**src/rtl/parallel_serializer_pkg.sv**
```systemverilog
// Purpose: shared types and sizing helpers for the parallel_serializer slice.
// Latency: n/a (types and constant functions only).
// Backpressure: n/a.
package parallel_serializer_pkg;

    // Controller state: waiting for a bundle, or streaming words out of it.
    typedef enum logic {
        IDLE = 1'b0,
        SEND = 1'b1
    } state_t;

    // Word-index width for a bundle of n_samples words (n_samples >= 2).
    function automatic int idx_width(input int n_samples);
        return (n_samples <= 2) ? 1 : $clog2(n_samples);
    endfunction

    // Index of the final word in a bundle, used to detect end of bundle.
    function automatic int last_index(input int n_samples);
        return n_samples - 1;
    endfunction

endpackage

```
**src/rtl/parallel_serializer_ctrl.sv**
```systemverilog
// Purpose: FSM and word-index counter; owns the recv/send handshakes and the buffer load enable.
// Latency: word 0 is valid the cycle after a bundle is accepted, one word per send handshake after that.
// Backpressure: send_rdy low holds state and index; recv_rdy is low while a bundle is in flight.
//   With PARALLEL_SERIALIZER_BACK_TO_BACK_EN defined, recv_rdy also rises on the last word while send_rdy is high.
module parallel_serializer_ctrl
    import parallel_serializer_pkg::*;
#(
    parameter int N_SAMPLES = 8,
    parameter int IDX_W     = idx_width(N_SAMPLES)
)(
    input  logic             clk,
    input  logic             reset,
    input  logic             recv_val,
    output logic             recv_rdy,
    output logic             send_val,
    input  logic             send_rdy,
    output logic             load_en,
    output logic [IDX_W-1:0] index
);

    localparam logic [IDX_W-1:0] LAST_IDX = IDX_W'(last_index(N_SAMPLES));

    state_t state;
    logic   at_last;
    logic   send_fire;

    // Handshake decode; recv_rdy depends only on state/index/reset (and send_rdy when chaining bundles).
    always_comb begin
        at_last   = (index == LAST_IDX);
        send_fire = send_val && send_rdy;
        recv_rdy  = 1'b0;
        if (!reset) begin
            if (state == IDLE) begin
                recv_rdy = 1'b1;
            end
`ifdef PARALLEL_SERIALIZER_BACK_TO_BACK_EN
            // Last word leaving this cycle frees the buffer, so a new bundle can land on the same edge.
            else if (at_last && send_rdy) begin
                recv_rdy = 1'b1;
            end
`endif
        end
        load_en = recv_val && recv_rdy;
    end

    // FSM with registered send_val and index; index only advances on an accepted word.
    always_ff @(posedge clk) begin
        if (reset) begin
            state    <= IDLE;
            index    <= '0;
            send_val <= 1'b0;
        end else begin
            case (state)
                IDLE: begin
                    if (load_en) begin
                        state    <= SEND;
                        index    <= '0;
                        send_val <= 1'b1;
                    end
                end
                SEND: begin
                    if (send_fire) begin
                        if (!at_last) begin
                            index <= index + 1'b1;
                        end else if (load_en) begin
                            // Chained bundle: restart at word 0 without leaving SEND.
                            index <= '0;
                        end else begin
                            state    <= IDLE;
                            index    <= '0;
                            send_val <= 1'b0;
                        end
                    end
                end
                default: begin
                    state    <= IDLE;
                    index    <= '0;
                    send_val <= 1'b0;
                end
            endcase
        end
    end

endmodule

```
**src/rtl/parallel_serializer.sv**
```systemverilog
// Purpose: parallel-to-serial stage; one N_SAMPLES-word bundle in, one word per handshake out (word 0 first).
// Latency: word 0 appears one cycle after bundle acceptance; N_SAMPLES+1 cycles per bundle, N_SAMPLES with chaining.
// Backpressure: send_rdy low stalls the stream with send_msg held; recv_rdy stays low until the buffer drains.
//   Optional feature macro: PARALLEL_SERIALIZER_BACK_TO_BACK_EN (accept the next bundle on the last-word handshake).
module parallel_serializer
    import parallel_serializer_pkg::*;
#(
    parameter int BIT_WIDTH = 32,
    parameter int N_SAMPLES = 8
)(
    input  logic                           clk,
    input  logic                           reset,
    input  logic [N_SAMPLES*BIT_WIDTH-1:0] recv_msg,
    input  logic                           recv_val,
    output logic                           recv_rdy,
    output logic [BIT_WIDTH-1:0]           send_msg,
    output logic                           send_val,
    input  logic                           send_rdy
);

    localparam int IDX_W = idx_width(N_SAMPLES);

    logic                 load_en;
    logic [IDX_W-1:0]     index;
    logic [BIT_WIDTH-1:0] buf_words [N_SAMPLES];

    parallel_serializer_ctrl #(
        .N_SAMPLES (N_SAMPLES),
        .IDX_W     (IDX_W)
    ) u_ctrl (
        .clk      (clk),
        .reset    (reset),
        .recv_val (recv_val),
        .recv_rdy (recv_rdy),
        .send_val (send_val),
        .send_rdy (send_rdy),
        .load_en  (load_en),
        .index    (index)
    );

    // Capture the whole bundle on an accepted transfer; contents are only observed while send_val is high.
    always_ff @(posedge clk) begin
        if (load_en) begin
            for (int i = 0; i < N_SAMPLES; i++) begin
                buf_words[i] <= recv_msg[i*BIT_WIDTH +: BIT_WIDTH];
            end
        end
    end

    // Output word select; driven from registers only, so recv_* never reaches send_* combinationally.
    always_comb begin
        send_msg = buf_words[index];
    end

endmodule

```
**config.mk**
```make
export PLATFORM = sky130hd
export DESIGN_NAME = parallel_serializer
export DESIGN_NICKNAME = d
export VERILOG_FILES = /design/src/rtl/parallel_serializer_pkg.sv /design/src/rtl/parallel_serializer_ctrl.sv /design/src/rtl/parallel_serializer.sv
export SDC_FILE = /design/constraint.sdc
export NUM_CORES = 1
export LEC_CHECK = 0
export CELL_PAD_IN_SITES_DETAIL_PLACEMENT = 0
export CELL_PAD_IN_SITES_GLOBAL_PLACEMENT = 1
export CORE_MARGIN = 4
export CORE_UTILIZATION = 39
export DETAILED_ROUTE_END_ITERATION = 6
export PLACE_DENSITY_LB_ADDON = 0.1
export RECOVER_POWER = 50
export SETUP_SLACK_MARGIN = 0.2
export SYNTH_ARGS = -nofsm -noshare
export SYNTH_HDL_FRONTEND = slang
export SYNTH_HIERARCHICAL = 1
export SYNTH_SLANG_ARGS = --single-unit
```
**constraint.sdc**
```tcl
create_clock -name clk -period 12.6 [get_ports clk]
set_input_delay 3.78 -clock clk [delete_from_list [all_inputs] [get_ports clk]]
set_output_delay 3.78 -clock clk [all_outputs]
set_load 0.005 [all_outputs]
```
Yosys cells after proc, flatten, opt, wreduce, memory -nomap -nowiden
Memories as Yosys holds them, arrays and structs flattened. A register that Yosys moved wholly into a read port is not among the register bits.
Index checks and enable logic that the tools add are counted.
{"block": "classes", "add_sub_neg": 1, "n_eq_ne": 5, "mux": 18, "bitwise_logic": 1, "n_reduce_logical": 4}
{"operator": "3-bit two-way mux", "count": 5}
{"operator": "1-bit two-way mux", "count": 10}
{"operator": "2-bit inequality test (second input constant)", "count": 4}
{"operator": "3-bit one-hot mux with 2 select lines", "count": 1}
{"operator": "1-bit one-hot mux with 2 select lines", "count": 2}
{"operator": "4-bit AND reduction", "count": 1}
{"operator": "3-bit by 1-bit adder with 3-bit output (second input constant)", "count": 1}
{"operator": "3-bit equality test (second input constant)", "count": 1}
{"operator": "1-bit logical AND", "count": 2}
{"operator": "2-bit AND reduction", "count": 1}
{"operator": "1-bit inverter", "count": 1}
{"block": "totals", "reg_bits": 5, "ramBits": 256, "n_memories": 1}
{"name": "buf_words", "words": 8, "width": 32, "rd": 1, "rd_clocked_by_memory_dff": 1, "wr": 8, "line_no": "parallel_serializer.sv:25", "text": "logic [BIT_WIDTH-1:0] buf_words [N_SAMPLES];"}

Longest topological paths before layout
Gate-level depths: netlist of the first run.
{"block": "depth", "depth_word": 7, "mapped_depth": 5}

Cells and area by module
The synthesis of the first run kept the hierarchy.
{"mod": "parallel_serializer", "instances": 1, "cells_per_inst": 370, "area_each_um2": 9760.6, "seq_area_each_um2": 7687.4}
{"mod": "parallel_serializer_ctrl", "instances": 1, "cells_per_inst": 26, "area_each_um2": 230.2, "seq_area_each_um2": 100.1}

Worst setup path after synthesis of the first run
No wires, ideal clock.
{"block": "synth_path", "path_type": "input to register", "from": "input port reset", "to": "memory buf_words[0][0] (enable)", "arrival_ps": 9790, "path_slack_ps": 2159, "path_stages": 2, "n_path_buf": 0, "path_cell_list": "nor2_1 -> and2_1"}
{"item": "start: declaration", "line_no": "parallel_serializer.sv:12", "text": "input logic reset,"}
{"item": "end: declaration", "line_no": "parallel_serializer.sv:25"}

Worst setup path in the final report of the first run
{"block": "layout_path", "from": "input port reset", "to": "output port recv_rdy"}
{"block": "layout_via", "elab_chain_len": 1}
{"item": "1-bit two-way mux", "line_no": "parallel_serializer_ctrl.sv:32", "text": "if (!reset) begin"}
{"item": "end: declaration", "line_no": "parallel_serializer.sv:15", "text": "output logic recv_rdy,"}
No other way between the ends.

==> results of run 1 <==
[cells in the mapped netlist]
master / number
nand2b_1: 1
dfxtp_1: 5
nand2_1: 2
buf_6: 7
and2_1: 1
buf_1: 8
a21oi_1: 4
and3_1: 1
edfxtp_1: 256
mux4_1: 40
clkbuf_1: 2
nor2_1: 2
nand3_2: 1
buf_2: 1
nand3_1: 4
mux4_2: 24
a211oi_1: 1
mux2_2: 32
or3_1: 1
nand3b_1: 1
ha_1: 2
[through the flow]
step           worst slack (ns)  instance area [um2]  total power, uW
2_1_floorplan              2.16                 9990             1060
3_3_place_gp               3.78                13300             1150
3_5_place_dp               3.79                13300             1160
4_1_cts                    3.77                14100             1910
5_1_grt                    3.66                14100             1940
6_report                   3.70                14100             1860
[power breakdown]
part	total [uW]	internal [uW]	switching [uW]
combinational	118	80.0	37.9
sequential	1000	993	7.95
clock	739	421	319
total	1860	1490	364
[per-layer routing]
| metal | track usage [%] | share of wire, % | vias to the layer above |
|---|---|---|---|
| met3 | 5.14 | 7.9 | 45 |
| met5 | 0 | 0.30 | - |
| met2 | 26.0 | 51 | 195 |
| met1 | 18.6 | 38 | 2573 |
| li1 | - | - | 2376 |
| met4 | 4.30 | 2.7 | 10 |
[flip-flops by register name (all words and copies together), names as in the netlist]
name / count
u_ctrl/index: 3
u_ctrl/send_val: 1
buf_words: 256
u_ctrl/state: 1
[worst min-delay path by stage]
stage / from / endpoint / slack, ns / cells after the start
3_5_place_dp: u_ctrl/send_val$_SDFFE_PP0P_ / u_ctrl/send_val$_SDFFE_PP0P_ / 0.52 / 2
6_report: u_ctrl/send_val$_SDFFE_PP0P_ / u_ctrl/send_val$_SDFFE_PP0P_ / 0.52 / 2
4_1_cts: u_ctrl/send_val$_SDFFE_PP0P_ / u_ctrl/send_val$_SDFFE_PP0P_ / 0.53 / 2
2_1_floorplan: u_ctrl/index[2]$_SDFFE_PP0P_ / u_ctrl/index[2]$_SDFFE_PP0P_ / 0.46 / 2
3_3_place_gp: u_ctrl/send_val$_SDFFE_PP0P_ / u_ctrl/send_val$_SDFFE_PP0P_ / 0.49 / 2
5_1_grt: u_ctrl/send_val$_SDFFE_PP0P_ / u_ctrl/send_val$_SDFFE_PP0P_ / 0.53 / 2
[area by class of cell]
cell class,instances,area (um2)
fill,1890,11100
clock inverter,18,85.1
sequential,261,7790
multi-input combinational,117,2080
clock buffer,36,752
tap,330,413
antenna,6,15.0
timing repair buffer,299,2980
[cells by family after synthesis]
group                      after synthesis  synth area share [%]
DFF                                    261                  77.9
and+or+nand+nor                         14                 0.777
buffers and inverters                   18                  1.21
adders and majority gates                2                 0.250
muxes                                   96                  19.5
AOI/OAI and AO/OA                        5                 0.276
[critical path, stage by stage]
cell and delay (ns):
dlygate4sd3_1 0.64, nor2_1 0.17, clkdlybuf4s50_1 0.53
==> results.py, run 1 <==
metrics = {
    "timing": {
        "grt_setup_unrepaired": "no",
        "tightest_slew_ns": 1.59,
        "hold_viol": 0,
        "skew_ns": 0.00551,
        "period_share_pct": 70.6,
        "slew_headroom_pct": -6.27,
        "finalCriticalPeriod_ns": 8.90,
        "drv_slew": 27,
        "finalSetupViolCount": 0,
        "hold_ws_ns": 0.523,
        "fmax_mhz": 112,
        "tns_ns": 0,
    },
    "place": {
        "placed_cells": 1007,
        "port_buffers": 293,
        "hpwl_um": 15500,
        "place_congestion": 0.756,
    },
    "global_route": {
        "grtUsageTotal_pct": 15.2,
        "grt_max_degree": 83,
        "grt_pass1_vias": 5781,
        "grt_overflow_total": 0,
        "antenna_found_initial": 11,
        "grt_pass1_wl_um": 33100,
    },
    "clock_tree": {
        "cts_hold_buf": 0,
        "cts_resized": 0,
        "cts.path.max_buffers": 3,
        "root_buffer": "clkbuf_16",
        "cts_tree": "built",
        "cts.sinks": 261,
        "clk_pin_slew_ns": 0.06,
        "clk_latency_ns": 0.53,
        "numCtsBuffers": 29,
        "cts_setup_buffers": 0,
        "cts_htree_levels": 1,
    },
    "worst_setup_path": {
        "cp.arrival_ns": 5.12,
        "r2r-end": "buf_words[7][27]$_DFFE_PP_",
        "startpoint_type": "primary input",
        "r2r_cells": 4,
        "timing.rr.start": "u_ctrl/state$_SDFF_PP0_",
        "path_class": "primary input to output pin",
        "reg2reg_setup_slack_ns": 8.59,
        "cp-startpoint": "reset",
        "crit_fanout": 6,
        "required_ns": 8.82,
        "crit_path_end_kind": "output pin",
        "crit_path_end": "recv_rdy",
    },
    "power_and_ir_drop": {
        "p_per_area_nw_per_um2": 132,
        "power.leakage_uw": 0.00468,
        "ir_drop_mv": 0.0798,
    },
    "final_layout": {
        "finalNonFillerCells": 1067,
        "drive_above_1_share_pct": 14.0,
        "final_util_pct": 56.0,
        "layout_commonest_cell": "dlygate4sd3_1",
        "final_nets": 970,
        "area_growth_pct": 41.3,
        "final_cell_mix": "259 x dlygate4sd3_1, 256 x edfxtp_1, 40 x mux4_1, 34 x clkdlybuf4s50_1, 32 x mux2_2",
    },
    "synth": {
        "ys_ff_latch": 261,
        "yosys.area.top_type": "edfxtp_1",
        "synth_top_area_share_pct": 76.9,
        "ys_warn_count": 6,
        "ys_seq_area_share_pct": 77.9,
        "synthesis.area_um2": 9990,
        "synth_cells": 396,
        "ys_types": 21,
        "syn_avg_cell_area_um2": 25.2,
        "synthTopCellsByArea": "edfxtp_1 77%, mux4_1 11%, mux4_2 5.4%, mux2_2 3.6%, dfxtp_1 1.0%",
        "syn_nets": 658,
    },
    "run_status": {
        "status": "finished with violations",
        "violations": "capacitance limit, slew limit",
    },
    "floorplan": {
        "core.rowCount": 58,
        "fp.dieW_um": 168,
        "fp.dieH_um": 168,
        "core_area_um2": 25200,
        "initial_core_util_pct": 39.7,
        "ios": 294,
        "die-area_um2": 28200,
    },
    "drt": {
        "vias": 5199,
        "dr.pass1.iters": 4,
        "drtAntennaViolNets": 0,
        "wl_per_cell_um": 20.8,
        "wl_um": 22100,
        "viasPerCell": 4.87,
        "drc": 0,
        "drtIter0Drc": 237,
    },
    "hold_path": {
        "hold_path_class": "flop to flop",
    },
    "flow_run": {
        "max_cap_viol_count": 1,
    },
}
No activity file was read; power rests on OpenSTA's default activity.
==> inputs of run 2 (changes only) <==
--- a/config.mk
+++ b/config.mk
@@ -8,7 +8,7 @@
 export CELL_PAD_IN_SITES_DETAIL_PLACEMENT = 0
 export CELL_PAD_IN_SITES_GLOBAL_PLACEMENT = 1
 export CORE_MARGIN = 4
-export CORE_UTILIZATION = 39
+export CORE_UTILIZATION = 36
 export DETAILED_ROUTE_END_ITERATION = 6
 export PLACE_DENSITY_LB_ADDON = 0.1
 export RECOVER_POWER = 50
==> constraint.sdc (replaced) <==
create_clock -name clk -period 7.49 [get_ports clk]
set_input_delay 2.247 -clock clk [delete_from_list [all_inputs] [get_ports clk]]
set_output_delay 2.247 -clock clk [all_outputs]
set_load 0.005 [all_outputs]
==> run 2 against run 1 <==
The flow still finishes with violations (capacitance limit, slew limit). First-iteration DRC count grew 5.9%. Largest power group unchanged. Final cell count grew 3.7%. Critical endpoint unchanged. Core utilization shrank 3.5 points. Flip-flop and latch count is the same. Non-clock buffer count shrank 2. Critical path depth is the same. Global-route usage shrank 0.55 points. Cell area grew 0.98%. Clock-buffer cell count grew 4. Die area grew 7.9%. Total power grew 75%. Highest routed layer unchanged.
==> results.py, run 2 (same netlist as run 1, synthesis figures left out) <==
metrics = {
    "clock_tree": {
        "numCtsBuffers": 29,
        "cts_setup_buffers": 0,
        "root_buffer": "clkbuf_16",
        "clk_latency_ns": 0.54,
        "cts_htree_levels": 1,
        "cts_resized": 0,
        "cts_tree": "built",
        "cts.path.max_buffers": 3,
        "cts.sinks": 261,
        "cts_hold_buf": 0,
        "clk_pin_slew_ns": 0.06,
    },
    "worst_setup_path": {
        "path_class": "primary input to output pin",
        "cp.arrival_ns": 3.59,
        "startpoint_type": "primary input",
        "crit_fanout": 6,
        "max_stage_delay_ns": 0.65,
        "path_cells": "dlygate4sd3_1 -> nor2_1 -> clkdlybuf4s50_1",
        "required_ns": 5.24,
        "crit_path_end_kind": "output pin",
        "cp-startpoint": "reset",
        "timing.rr.start": "u_ctrl/state$_SDFF_PP0_",
        "critPathSlowestCell": "dlygate4sd3_1",
    },
    "global_route": {
        "grt_max_degree": 148,
        "met3_usage_pct": 5.54,
        "grt_pass1_wl_um": 34400,
        "grtUsageMet2_pct": 25.2,
        "grt_pass1_vias": 5907,
        "use_met1_pct": 17.5,
        "grt_overflow_total": 0,
        "grtUsageTotal_pct": 14.7,
        "grt.busiest_layer": "met2",
        "antenna_found_initial": 14,
    },
    "run_status": {
        "status": "finished with violations",
        "violations": "capacitance limit, slew limit",
    },
    "power_and_ir_drop": {
        "intPower_uw": 2620,
        "ir_drop_mv": 0.179,
        "clkPwrFrac_pct": 41.8,
        "power_frac_comb_pct": 6.2,
        "p_sw_share_pct": 19.1,
        "switchingPower_uw": 621,
        "power.leakage_uw": 0.00472,
        "p_seq_share_pct": 52.0,
        "p_per_area_nw_per_um2": 228,
    },
    "drt": {
        "drc": 0,
        "wl_per_cell_um": 20.7,
        "viasPerCell": 4.74,
        "dr.pass1.iters": 4,
        "drtAntennaViolNets": 0,
        "vias": 5251,
        "wl_um": 22900,
        "drtIter0Drc": 251,
    },
    "final_layout": {
        "multiInputGateArea_um2": 2080,
        "largestRegisters": "buf_words (256), u_ctrl/index (3)",
        "ff_latch_area_um2": 7800,
        "finalNonFillerCells": 1107,
        "regMostFlops": "buf_words",
        "area_growth_pct": 42.7,
        "fillers": 2151,
        "final_nets": 968,
        "largest_reg_flops": 256,
        "drive_above_1_share_pct": 14.5,
        "final_cell_mix": "259 x dlygate4sd3_1, 256 x edfxtp_1, 40 x mux4_1, 34 x clkdlybuf4s50_1, 32 x mux2_2",
        "layout_commonest_cell": "dlygate4sd3_1",
    },
    "timing": {
        "tightest_slew_ns": 2.49,
        "tns_ns": 0,
        "skew_ns": 0.00653,
        "drv_slew": 103,
        "grt_setup_unrepaired": "no",
        "hold_viol": 0,
        "slew_headroom_pct": -65.8,
        "fmax_mhz": 171,
        "period_share_pct": 77.9,
        "finalCriticalPeriod_ns": 5.83,
        "finalSetupViolCount": 0,
    },
    "hold_path": {
        "hp-start": "u_ctrl/send_val$_SDFFE_PP0P_",
        "hold_path_class": "flop to flop",
    },
    "floorplan": {
        "die-area_um2": 30500,
        "fp.dieW_um": 175,
        "core.rowCount": 60,
        "fp.dieH_um": 175,
        "ios": 294,
        "core_area_um2": 27100,
        "initial_core_util_pct": 36.9,
    },
    "flow_run": {
        "max_cap_viol_count": 1,
    },
    "place": {
        "place_congestion": 0.720,
        "hpwl_um": 15900,
        "placed_cells": 1047,
        "port_buffers": 293,
    },
}
-- run 2: cell types whose count changed in the layout (fill, tap and decap cells not counted) --
cell       change
buf_12         +1
buf_4          -4
bufinv_16      +2
clkbuf_2       +1
clkbuf_8       +4
clkinv_1       -6
clkinv_2       +1
clkinv_4       -1
dfxtp_2        -1
dfxtp_4        +1
-- run 2: cell type report --
cell class                 instances  area share [%]
multi-input combinational        117            14.6
tap                              372            3.27
timing repair buffer             297            20.9
sequential                       261            54.7
antenna                            6           0.105
clock inverter                    14           0.834
clock buffer                      40            5.66
-- run 2: per-layer routing --
layer,share of wire [%],vias to the layer above
li1,-,2367
met1,38,2600
met2,50,216
met3,9.0,50
met4,2.4,18
met5,0.50,-
-- run 2: worst max-delay path, delay by kind of cell --
kind                   cells  cell delay (ns)
buffers and inverters      2             1.17
AND/OR/NAND/NOR            1             0.17
-- run 2: power by group through the flow --
| stage | clock, uW | sequential (uW) | combinational [uW] |
|---|---|---|---|
| 2_1_floorplan | 0 | 1720 | 60.1 |
| 3_3_place_gp | 0 | 1710 | 227 |
| 3_5_place_dp | 0 | 1720 | 233 |
| 4_1_cts | 1400 | 1690 | 234 |
| 5_1_grt | 1470 | 1690 | 216 |
| 6_report | 1360 | 1690 | 201 |
-- run 2: worst paths after layout --
kind | end | slack, ns | cells after the start
setup / recovery | recv_rdy | 1.66 | 3
hold / removal | u_ctrl/send_val$_SDFFE_PP0P_ | 0.50 | 2
setup reg to reg | buf_words[2][6]$_DFFE_PP_ | 4.02 | 3
hold reg to reg | u_ctrl/send_val$_SDFFE_PP0P_ | 0.50 | 2
-- run 2: stage by stage --
step	instance area, um2	setup WS (ns)	hold WS, ns	utilization, %	power (uW)
final	14300	1.66	0.499	52.6	3240
after global routing	14200	1.60	0.527	52.6	3370
after CTS	14300	1.73	0.513	52.6	3320
after detailed placement	13300	1.73	0.500	49.2	1950
after global placement	13300	1.75	0.491	49.2	1940
after floorplan	9990	1.48	0.456	-	1780
